===== src/rtl/rr_arbiter_n.sv =====
// rr_arbiter_n: N-requester arbiter with registered one-hot grants,
// round-robin or fixed priority, multi-cycle grant lock and a tree-node
// handshake (group_request_OUT / group_grant_IN).
// Optional starvation watchdog is built when ARB_STARVE_WDOG_EN is defined;
// otherwise starve_OUT is tied to zero.
//
// state     | meaning
// ST_IDLE   | no grant outstanding
// ST_GRANT  | one-cycle grant to grant_id_OUT
// ST_LOCKED | grant held for grant_id_OUT under lock_IN
module rr_arbiter_n #(
    parameter int N            = 8,
    parameter int ID_W         = 3,
    parameter int PRIO_MODE    = 1,
    parameter int STARVE_LIMIT = 15
) (
    input  logic            clock_IN,
    input  logic            reset_IN,
    input  logic [N-1:0]    requests_IN,
    input  logic [N-1:0]    lock_IN,
    input  logic            group_grant_IN,
    output logic            group_request_OUT,
    output logic [N-1:0]    grants_OUT,
    output logic            grant_valid_OUT,
    output logic [ID_W-1:0] grant_id_OUT,
    output logic [N-1:0]    starve_OUT
);

    typedef enum logic [1:0] {
        ST_IDLE   = 2'd0,
        ST_GRANT  = 2'd1,
        ST_LOCKED = 2'd2
    } state_t;

    state_t          state_q, state_d;
    logic [N-1:0]    grant_q, grant_d;
    logic [ID_W-1:0] id_q, id_d;
    logic [ID_W-1:0] ptr_q, ptr_d;
    logic            valid_q, valid_d;

    logic            win_found;
    logic [ID_W-1:0] win_id;
    logic            hold;
    int              scan_idx;

    assign group_request_OUT = |requests_IN;

    // The current owner keeps the grant only while it both requests and locks.
    assign hold = (state_q != ST_IDLE) && requests_IN[id_q] && lock_IN[id_q];

    // Pick a winner: highest index in fixed mode, first set index from ptr with wrap in RR.
    always_comb begin
        win_found = 1'b0;
        win_id    = '0;
        scan_idx  = 0;
        if (PRIO_MODE == 0) begin
            for (int i = 0; i < N; i++) begin
                if (requests_IN[i]) begin
                    win_found = 1'b1;
                    win_id    = ID_W'(i);
                end
            end
        end else begin
            for (int k = 0; k < N; k++) begin
                scan_idx = int'(ptr_q) + k;
                if (scan_idx >= N) begin
                    scan_idx = scan_idx - N;
                end
                if (!win_found && requests_IN[scan_idx]) begin
                    win_found = 1'b1;
                    win_id    = ID_W'(scan_idx);
                end
            end
        end
    end

    // Next-state and next-grant selection; parent gating overrides everything.
    always_comb begin
        state_d = state_q;
        grant_d = grant_q;
        id_d    = id_q;
        ptr_d   = ptr_q;
        if (!group_grant_IN) begin
            state_d = ST_IDLE;
            grant_d = '0;
            id_d    = '0;
        end else if (hold) begin
            state_d = ST_LOCKED;
        end else if (!win_found) begin
            state_d = ST_IDLE;
            grant_d = '0;
            id_d    = '0;
        end else begin
            state_d         = ST_GRANT;
            grant_d         = '0;
            grant_d[win_id] = 1'b1;
            id_d            = win_id;
            if (PRIO_MODE != 0) begin
                ptr_d = (win_id == ID_W'(N - 1)) ? '0 : win_id + ID_W'(1);
            end
        end
        valid_d = |grant_d;
    end

    // Arbiter state, grant and pointer registers.
    always_ff @(posedge clock_IN or posedge reset_IN) begin
        if (reset_IN) begin
            state_q <= ST_IDLE;
            grant_q <= '0;
            id_q    <= '0;
            ptr_q   <= '0;
            valid_q <= 1'b0;
        end else begin
            state_q <= state_d;
            grant_q <= grant_d;
            id_q    <= id_d;
            ptr_q   <= ptr_d;
            valid_q <= valid_d;
        end
    end

    assign grants_OUT      = grant_q;
    assign grant_valid_OUT = valid_q;
    assign grant_id_OUT    = id_q;

`ifdef ARB_STARVE_WDOG_EN
    localparam int CNT_W = $clog2(STARVE_LIMIT + 1);

    logic [CNT_W-1:0] cnt_q [N];
    logic [CNT_W-1:0] cnt_d [N];
    logic [N-1:0]     starve_q, starve_d;

    // Count cycles a requester waits ungranted; flag when the limit is reached.
    always_comb begin
        for (int i = 0; i < N; i++) begin
            if (!requests_IN[i] || grant_q[i]) begin
                cnt_d[i] = '0;
            end else if (cnt_q[i] == CNT_W'(STARVE_LIMIT)) begin
                cnt_d[i] = cnt_q[i];
            end else begin
                cnt_d[i] = cnt_q[i] + CNT_W'(1);
            end
            starve_d[i] = (cnt_d[i] == CNT_W'(STARVE_LIMIT));
        end
    end

    // Watchdog counters and flags.
    always_ff @(posedge clock_IN or posedge reset_IN) begin
        if (reset_IN) begin
            for (int i = 0; i < N; i++) begin
                cnt_q[i] <= '0;
            end
            starve_q <= '0;
        end else begin
            for (int i = 0; i < N; i++) begin
                cnt_q[i] <= cnt_d[i];
            end
            starve_q <= starve_d;
        end
    end

    assign starve_OUT = starve_q;
`else
    assign starve_OUT = '0;
`endif

endmodule


===== config.mk =====
export PLATFORM = sky130hd
export DESIGN_NAME = rr_arbiter_n
export DESIGN_NICKNAME = d
export VERILOG_FILES = /design/src/rtl/rr_arbiter_n.sv
export SDC_FILE = /design/constraint.sdc
export NUM_CORES = 1
export LEC_CHECK = 0
export BUFFER_PORTS_ARGS = -buffer_cell sky130_fd_sc_hd__buf_2
export CORE_ASPECT_RATIO = 0.5
export CORE_MARGIN = 2
export CORE_UTILIZATION = 60
export DETAILED_ROUTE_END_ITERATION = 8
export PLACE_DENSITY_LB_ADDON = 0.2
export REMOVE_ABC_BUFFERS = 1
export SLEW_MARGIN = 20
export SYNTH_ARGS = -nofsm -noshare
export SYNTH_HDL_FRONTEND = slang
export SYNTH_SLANG_ARGS = --single-unit
export TNS_END_PERCENT = 20

===== constraint.sdc =====
create_clock -name clock_IN -period 7.3 [get_ports clock_IN]
set_input_delay 0 -clock clock_IN [delete_from_list [all_inputs] [get_ports clock_IN]]
set_output_delay 0 -clock clock_IN [all_outputs]
set_load 0.05 [all_outputs]

==> impl_results.md <==
* Outcome: complete, no violations
* CTS Buf Count at 3
* Clk sinks at 17
* DR WL/cell at 18.2 µm
* Post-route clock period utilization at 0.633
* Initial Util at 0.641
* Final core utilization at 0.690
* Largest net degree at the start of global routing at 23
* Fillers at 242
* Die W at 84.9 µm
* Synth warnings at 0
* Max_slew headroom at 0.438
* Ys async rst share at 1.00
* Synth Instances at 207
* Clock Tree Root: clkbuf_8
* Vias in the first global route at 1605
* RD Place Congestion at 0.938
* Worst-Margin Slew at 0.843 ns
* Gr usage total at 0.276
* Core Box Area at 0.00307 mm²
* HPWL Detailed at 3690 µm
* Compound-Gate Fraction of Synth Area at 0.267
* CP Max Fanout at 22
* Yosys reg bits at 17
* Vias per cell at 6.51
* Pre-antenna DRT Iters at 4
* Most frequent cells in the layout: 31 x buf_2, 17 x mux2i_1, 17 x dfrtp_1
* Row count at 14
* Critical Path RT at 7.43 ns
* Critical Path Start Type: flop
* Depth of the CTS H-tree at 1
* Die area at 0.00378 mm²
* Grt ovf at 0
* Multi-input logic area at 0.00140 mm²
* Unrepaired setup endpoints after global routing: no
* Ant diodes at 0
* Register area share after synthesis at 0.217
* Post-Synth Adder-Cell Area at 0.0191
* Post-layout nets at 253
* Min-delay worst type: primary input to flop
* FF+latch area at 425 µm²
* Initial DRC Count at 247
* Total number of vias at 1757
* Most common cell after layout, fill and taps aside: buf_2
* WS Path Type: flop to flop
* CTS Buffer Depth at 2
* IO buf count at 31
* CTS tree: done
* Area growth syn-to-layout at 7.71%
* Synthesized-area fraction occupied by xor and xnor cells at 0.0261
* Finish-stage setup viols at 0
* Met3 Use GR at 0.0466
* # DRC at 0
* Setup TNS at 0 ns
* IO Count at 40
* ANT nets after route at 0
* Final Hold Fails at 0
* First-pass GRT wire length at 8110 µm
* Post-synth EDFFs at 0
* Layer with the highest usage: met2
* Share of cells above drive strength 1 at 0.278
* Netlist cell types at 64
* Post-Synth Simple-Gate Area at 0.147
* GR Util met2 at 0.460
* CP arrival at 4.75 ns
* CP endpoint kind: flop
* Final worst path period need at 4.62 ns
* Achievable Freq at 0.216 GHz
* GRT met1 Usage at 0.384
* Max-cap violation count at 0
* Avg Inst Size Synth at 9.49 µm²
* Max Slew Vio Count at 0
* CTS clk-pin slew, worst paths at 0.07 ns
* Mapped cell area at 0.00196 mm²
* Main synth FF type: dfrtp_1
* Setup Skew at 0.00441 ns
* Mux contribution to synthesized area at 0.238
* Chip height at 44.5 µm
* Worst-Skew Late Latency at 0.25 ns
* Initial antenna violation count at 0
* DRT Wirelength at 4920 µm
* Main combinational cell family by area after synthesis: compound AO/OA/AOI/OAI gates
repair_timing:
action / in CTS / in global routing
setup buffers: 0 / 0
resized for setup: 0 / 0
hold buffers: 1 / 0
endpoints found under the hold margin: 17 / 0
layer usage:
| metal | share of wire | wire length, µm | vias up |
|---|---|---|---|
| met4 | 0.011 | 55 | 0 |
| met5 | 0 | 0 | - |
| li1 | - | - | 831 |
| met3 | 0.090 | 444 | 7 |
| met1 | 0.44 | 2180 | 835 |
| met2 | 0.46 | 2240 | 84 |
cells by family after synthesis:
kind of cell,count (synthesis)
DFF,17
xor gates and xnor gates,5
AOI/OAI and AO/OA,64
other,1
adders and majority gates,3
buffers and inverters,28
muxes,34
and+or+nand+nor,55
sequential cells by signal (all words and copies together), names as in the netlist:
name	flops
grants_OUT	8
grant_id_OUT	3
ptr_q	3
state_q	2
grant_valid_OUT	1
through the flow:
step | hold slack [ns] | setup WS, ns | instance area, µm² | cells
3_5_place_dp | 0.116 | 2.68 | 2060 | 265
4_1_cts | 0.149 | 2.74 | 2120 | 270
5_1_grt | 0.168 | 2.24 | 2120 | 270
6_report | 0.156 | 2.68 | 2120 | 270
3_3_place_gp | 0.0954 | 2.79 | 2060 | 265
2_1_floorplan | -0.0739 | 3.48 | 1850 | 194
synthesized netlist by cell type (2+ instances only):
| library cell | n | area, µm² |
|---|---|---|
| dfrtp_1 | 17 | 425 |
| mux2_2 | 5 | 56.3 |
| o21ai_1 | 2 | 10.0 |
| a32o_1 | 2 | 20.0 |
| o41ai_1 | 2 | 17.5 |
| nor2b_1 | 3 | 18.8 |
| nand2_1 | 16 | 60.1 |
| a21oi_1 | 4 | 20.0 |
| a22o_1 | 8 | 70.1 |
| xnor2_1 | 3 | 26.3 |
| o21ai_0 | 14 | 70.1 |
| or3_1 | 2 | 12.5 |
| nand3_1 | 9 | 45.0 |
| nand2b_1 | 2 | 12.5 |
| o22ai_1 | 2 | 12.5 |
| mux4_2 | 7 | 158 |
| a21o_1 | 4 | 30.0 |
| buf_6 | 3 | 33.8 |
| nor3_1 | 3 | 15.0 |
| mux2_1 | 3 | 33.8 |
| buf_4 | 9 | 67.6 |
| a31oi_1 | 2 | 12.5 |
| ha_1 | 3 | 37.5 |
| inv_1 | 7 | 26.3 |
| nor2_1 | 10 | 37.5 |
| buf_2 | 4 | 20.0 |
| a211oi_1 | 2 | 15.0 |
| clkbuf_1 | 4 | 15.0 |
| a32o_2 | 2 | 22.5 |
| and3_1 | 2 | 12.5 |
| mux2i_1 | 17 | 170 |
| nor4_1 | 2 | 12.5 |
final timing paths:
path                                 start         endpoint  cells past startpoint  slack [ns]
setup / recovery                  ptr_q[0]         ptr_q[2]                     12        2.68
hold / removal              group_grant_IN       state_q[1]                      3        0.16
setup reg to reg                  ptr_q[0]         ptr_q[2]                     12        2.68
hold reg to reg            grant_id_OUT[2]  grant_id_OUT[2]                      1        0.52
max in group asynchronous         reset_IN       state_q[1]                      3        6.50
min in group asynchronous         reset_IN         ptr_q[0]                      3        0.39
layout make-up:
cell class,count,share of cell area
clock inverters,1,0.00237
clock buffers,3,0.0195
multi-input cells,169,0.661
well taps,40,0.0237
repair buffers,32,0.0781
flip-flops and latches,17,0.201
inverters,8,0.0142
worst max-delay path, cell delays in order (launching register included):
cell and delay [ns]:
dfrtp_1 0.89, inv_1 0.41, ha_1 0.87, nor2b_1 0.10, a2111oi_0 0.53, o31a_1 0.24
o211ai_2 0.16, nand2b_4 0.20, o32ai_2 0.53, ha_1 0.24, inv_1 0.06, xnor2_1 0.15
mux2i_1 0.09
Power is left out: the tool's default activity adds up to more than one toggle a clock period on the data nets, which glitch-free logic cannot reach.
